### config.mk
export PLATFORM = sky130hd
export DESIGN_NAME = alu_exec_unit
export DESIGN_NICKNAME = d
export VERILOG_FILES = /design/src/rtl/alu_pkg.sv /design/src/rtl/alu_mul_seq.sv /design/src/rtl/alu_exec_unit.sv
export SDC_FILE = /design/constraint.sdc
export NUM_CORES = 1
export LEC_CHECK = 0
export ABC_AREA = 0
export ABC_CLOCK_PERIOD_IN_PS = 4800
export CAP_MARGIN = 30
export CORE_MARGIN = 2
export CORE_UTILIZATION = 55
export CTS_CLUSTER_SIZE = 14
export DETAILED_ROUTE_END_ITERATION = 10
export GPL_TIMING_DRIVEN = 0
export PLACE_DENSITY = 0.83
export SYNTH_ARGS = -nofsm -noshare
export SYNTH_HDL_FRONTEND = slang
export SYNTH_SLANG_ARGS = --single-unit
### constraint.sdc
create_clock -name clk -period 4.8 [get_ports clk]
set_input_delay 0.72 -clock clk [delete_from_list [all_inputs] [get_ports clk]]
set_output_delay 0.72 -clock clk [all_outputs]
set_load 0.005 [all_outputs]
### src/rtl/alu_pkg.sv
// alu_pkg: opcode values, FSM encoding and default width shared by the ALU control decoder and execution unit.
package alu_pkg;
    localparam int WIDTH_DEF = 32;
    localparam logic [3:0] OP_ADD = 4'd0;
    localparam logic [3:0] OP_SUB = 4'd1;
    localparam logic [3:0] OP_MUL = 4'd2;
    localparam logic [3:0] OP_AND = 4'd3;
    localparam logic [3:0] OP_OR  = 4'd4;
    typedef enum logic [1:0] {S_IDLE = 2'd0, S_MULT = 2'd1, S_DONE = 2'd2} state_t;
endpackage

### src/rtl/alu_mul_seq.sv
// alu_mul_seq: iterative unsigned shift-add multiplier, one partial product per cycle.
module alu_mul_seq #(
    parameter int WIDTH = 32,
    parameter int CNT_W = 6
) (
    input  logic               clk,
    input  logic               rst,
    input  logic               load,
    input  logic [WIDTH-1:0]   a,
    input  logic [WIDTH-1:0]   b,
    output logic [2*WIDTH-1:0] product,
    output logic               mul_done
);
    logic [2*WIDTH-1:0] acc;
    logic [WIDTH-1:0]   mcand;
    logic [CNT_W-1:0]   cnt;
    logic               running;
    logic [WIDTH:0]     sum;
    // The multiplier shares the low half of the accumulator and is consumed as the product shifts in.
    assign sum      = {1'b0, acc[2*WIDTH-1:WIDTH]} + {1'b0, acc[0] ? mcand : '0};
    assign product  = {sum, acc[WIDTH-1:1]};
    assign mul_done = running && cnt == CNT_W'(WIDTH - 1);
    always_ff @(posedge clk) begin
        if (rst) begin
            acc     <= '0;
            mcand   <= '0;
            cnt     <= '0;
            running <= 1'b0;
        end else if (load) begin
            acc     <= {{WIDTH{1'b0}}, b};
            mcand   <= a;
            cnt     <= '0;
            running <= 1'b1;
        end else if (running) begin
            acc     <= product;
            cnt     <= cnt + 1'b1;
            running <= !mul_done;
        end
    end
endmodule

### src/rtl/alu_exec_unit.sv
// alu_exec_unit: single-cycle ADD/SUB/AND/OR and multi-cycle MUL behind a start/busy/done handshake.
module alu_exec_unit
    import alu_pkg::*;
#(
    parameter int WIDTH = WIDTH_DEF,
    parameter int CNT_W = 6
) (
    input  logic             clk,
    input  logic             rst,
    input  logic             start,
    input  logic [3:0]       ctrl_command,
    input  logic [WIDTH-1:0] operand_a,
    input  logic [WIDTH-1:0] operand_b,
    output logic             ready,
    output logic             busy,
    output logic             done,
    output logic [WIDTH-1:0] result,
    output logic [WIDTH-1:0] result_hi,
    output logic             zero,
    output logic             overflow,
    output logic             illegal
);
    state_t             state, state_n;
    logic [WIDTH-1:0]   sum, diff, alu_res;
    logic               alu_ovf, alu_ill, is_mul, accept, mul_done;
    logic [2*WIDTH-1:0] product;
    assign ready  = state == S_IDLE;
    assign busy   = state == S_MULT;
    assign done   = state == S_DONE;
    assign is_mul = ctrl_command == OP_MUL;
    assign accept = ready && start;
    always_comb begin
        sum     = operand_a + operand_b;
        diff    = operand_a - operand_b;
        alu_ill = ctrl_command > OP_OR;
        alu_res = ctrl_command == OP_ADD ? sum :
                  ctrl_command == OP_SUB ? diff :
                  ctrl_command == OP_AND ? operand_a & operand_b :
                  ctrl_command == OP_OR  ? operand_a | operand_b : '0;
        alu_ovf = ctrl_command == OP_ADD ? (operand_a[WIDTH-1] == operand_b[WIDTH-1]) && (sum[WIDTH-1] != operand_a[WIDTH-1]) :
                  ctrl_command == OP_SUB ? (operand_a[WIDTH-1] != operand_b[WIDTH-1]) && (diff[WIDTH-1] != operand_a[WIDTH-1]) : 1'b0;
    end
    alu_mul_seq #(.WIDTH(WIDTH), .CNT_W(CNT_W)) u_mul (
        .clk      (clk),
        .rst      (rst),
        .load     (accept && is_mul),
        .a        (operand_a),
        .b        (operand_b),
        .product  (product),
        .mul_done (mul_done)
    );
    always_ff @(posedge clk) begin
        if (rst) state <= S_IDLE;
        else     state <= state_n;
    end
    always_comb begin
        state_n = state;
        case (state)
            S_IDLE:  state_n = start ? (is_mul ? S_MULT : S_DONE) : S_IDLE;
            S_MULT:  state_n = mul_done ? S_DONE : S_MULT;
            default: state_n = S_IDLE;
        endcase
    end
    // Outputs hold between completions; a multiply only publishes on its final iteration.
    always_ff @(posedge clk) begin
        if (rst) begin
            result    <= '0;
            result_hi <= '0;
            zero      <= 1'b0;
            overflow  <= 1'b0;
            illegal   <= 1'b0;
        end else if (accept && !is_mul) begin
            result    <= alu_res;
            result_hi <= '0;
            zero      <= alu_res == '0;
            overflow  <= alu_ovf;
            illegal   <= alu_ill;
        end else if (busy && mul_done) begin
            {result_hi, result} <= product;
            zero      <= product[WIDTH-1:0] == '0;
            overflow  <= product[2*WIDTH-1:WIDTH] != '0;
            illegal   <= 1'b0;
        end
    end
endmodule

==> summary.txt <==
Run status
  – Status: complete, but fails checks
  – Failing checks: setup timing

Global routing
  – GRT overflow: 0
  – Vias in the first global route: 13622
  – Total GRT Usage: 36.5%
  – First-pass GRT wire length: 74300 um
  – Pin count of the biggest net entering global routing: 18
  – Antenna violations before repair: 0

Setup path
  – CP startpoint kind: input pin
  – FF-to-FF path depth: 16
  – Crit end category: flop
  – Setup CP Type: input pin to flop
  – Crit Path Max Fanout: 9
  – Critical path data required time: just over 5000 ps
  – R2R Setup Slk: between 150 and 200 ps
  – Critical R2R Capture: overflow
  – CP startpoint: operand_a[26]
  – Critical Path Sink: zero
  – Worst r2r src: u_mul.acc[0]
  – WP data arrival: ~5200 ps

STA
  – Fin Clk Skew: ~13 ps
  – FMAX: around 0.21 GHz
  – Slew margin rel.: roughly 44%
  – Worst slew pin tran: ~840 ps
  – Final setup violating endpoints: 1
  – Final hold violations: 0
  – Minimum clock period after layout: just under 5000 ps
  – Period utilization: 101%
  – Unrepaired setup endpoints after global routing: yes
  – Final Slew Violations: 0
  – PnR worst setup slack: -58.2 ps

Finish
  – Most common cell after layout, fill and taps aside: nand2_1
  – Synth-to-Final Area Change: 20.3%
  – Final Non-Filler Cells: about 2300
  – Final net count: between 2000 and 2500
  – ANT cells: 0
  – Share of layout cells above drive strength 1: 7.19%
  – Commonest cells after routing, fill and taps aside: 221 x nand2_1, 198 x a21oi_1, 190 x nor2_1

Clocking
  – CTS buffer count: 17
  – CTS Sinks: about 170
  – Clock Latency Late Sink: ~440 ps
  – Clock tree buffer depth: 2
  – Clk pin slew, worst setup/hold paths: 70 ps
  – CTS tree: done
  – # H-tree levels: 4
  – CTS Root Cell: clkbuf_16

Synth
  – Synth Register Bits: between 150 and 200
  – Synth area leader: dfxtp_1
  – Post-synth net total: 2002
  – Unique masters post-synth: 80
  – Syn_area_per_cell: 7.48 um^2
  – Synth Warn #: 0
  – Ys async rst share: 0%
  – Synth Instances: 1800
  – Synthesized area: between 0.01 and 0.015 mm^2
  – EDFF count, synth: 0
  – Synth top area cells: dfxtp_1 26%, ha_1 12%, a21oi_1 7.5%
  – Synth top area share: 25.6%
  – Synth Flop Type: dfxtp_1
  – Sequential area share after synthesis: between 20% and 30%

Pwr
  – Tot Pwr: about 3.8 mW
  – Maximum VDD drop: between 200 and 250 uV
  – Pleak: 6.43 nW
  – Pwr per Cell Area: approximately 240 mW/mm^2

Detailed routing
  – Post-Route WL: 48500 um
  – DR pass1 iterations: 6
  – Per-cell routed wire length: approximately 21 um
  – Post-DRT Antenna Nets: 0
  – Drt first-iter violations: between 1500 and 2000
  – Drt drc: 0
  – DR vias: 14518
  – Vias per cell: 6.32

Placement
  – Global placer's final weighted congestion: around 1.0
  – DP HPWL: ~38000 um
  – IO buf count: approximately 140
  – DP Cell Count: between 2000 and 2500

Floorplan
  – Die extent in y: roughly 160 um
  – Die area: approximately 0.026 mm^2
  – Initial Util: a little under three fifths
  – I/O Pins: 141
  – Rows: 57
  – CORE AREA: roughly 0.024 mm^2
  – Chip width: about 160 um

Run
  – Max_cap viols: 0

Min path
  – Worst Hold Class: flop to flop
## power by group
| group | internal (mW) | switching, mW | total, mW | leakage [nW] |
|---|---|---|---|---|
| clock network | 0.765 | 0.634 | 1.40 | 0.294 |
| registers | 1.45 | 0.0243 | 1.47 | 1.39 |
| logic | 0.349 | 0.594 | 0.943 | 4.75 |
## critical path, cell delays in order
cell             delay [ps]
clkdlybuf4s50_1         620
inv_1                    80
ha_1                    310
buf_6                   140
or3_4                   400
or4b_4                  550
a211oi_4                240
o211ai_1                160
mux2i_1                 180
o22ai_1                 180
or4_1                   530
or4_1                   420
or4_1                   440
o41ai_2                 220
## Yosys cell counts, types with 4 or more instances
cell type and n:
o21ai_1 8, a221oi_1 16, nand3_1 24, mux2i_1 66, nor2b_1 22, a211oi_1 66
nor3b_1 4, nor4b_1 4, nor3_1 35, xnor2_1 36, o21ai_0 53, buf_2 19
or2_2 5, clkbuf_1 81, nor4_1 19, a21oi_1 201, nand2_1 221, o211ai_1 10
a211o_1 8, or3_1 7, inv_2 8, a31oi_1 16, o21bai_1 16, a2111oi_0 4
inv_1 98, nand2b_1 8, o22ai_1 4, nand4_1 23, a22oi_1 27, o31ai_1 8
a32oi_1 4, o221ai_1 8, o21a_1 16, or4_1 5, nor2_1 191, a221o_1 9
a21o_1 25, ha_1 128, and2_1 37, xor2_1 17, buf_1 10, dfxtp_1 172
## what timing repair did
action | 4_1_cts | 5_1_grt
gates resized for setup | 20 | 60
pin swaps | 3 | 12
hold buffers | 0 | 0
buffers inserted | 1 | 6
setup endpoints to repair | 2 | 2
## logic make-up after synthesis
logic type / synth area share, %
AO/OA/AOI/OAI: 26.0
XOR/XNOR: 3.45
adder cells (fa/ha/maj): 12.3
buffers and inverters: 6.37
flip-flops: 25.6
multiplexers: 4.91
AND/OR/NAND/NOR: 21.4
## flip-flops by register name, summed over array words and instances, names as in the netlist
signal / flops
u_mul.mcand: 32
state: 2
overflow: 1
illegal: 1
u_mul.cnt: 6
result: 32
u_mul.running: 1
result_hi: 32
u_mul.acc: 64
zero: 1
## area by class of cell
type,count,area [um^2]
inverters,106,398
fillers,2128,7990
well taps,324,405
multi-input cells,1410,9420
flip-flops and latches,172,3440
clock inverters,13,145
plain buffers,108,450
clock buffers,19,453
repair buffers,146,1480
## metal layers
metal  vias up  global-route usage, %  routed length, um
met4         0                   19.4               2810
li1       6714                      -                  -
met1      6742                   45.5              19000
met5         -                      0                  0
met2       866                   60.7              22200
met3       196                   6.04               4530
## through the flow
stage / util (%) / cell area [um^2] / hold WS, ps / setup slack (ps) / setup TNS, ps
after floorplan: - / 13500 / 432 / 619 / 0
after global placement: 63.1 / 15300 / 439 / -947 / -1020
after detailed placement: 63.1 / 15300 / 442 / -960 / -1060
after CTS: 66.0 / 16000 / 451 / -58.6 / -58.6
after global routing: 67.0 / 16200 / 469 / -100 / -100
final: 67.0 / 16200 / 452 / -58.2 / -58.2
## worst min path at each step
stage	start	to	slack, ps	cells past startpoint
after CTS	u_mul.mcand[17]	u_mul.mcand[17]	450	2
final	u_mul.mcand[21]	u_mul.mcand[21]	450	2
after detailed placement	u_mul.mcand[17]	u_mul.mcand[17]	440	2
after floorplan	u_mul.mcand[0]	u_mul.mcand[0]	430	2
after global routing	u_mul.mcand[25]	u_mul.mcand[25]	470	2
after global placement	u_mul.mcand[20]	u_mul.mcand[20]	440	2
(Power assumes the default switching activity.)
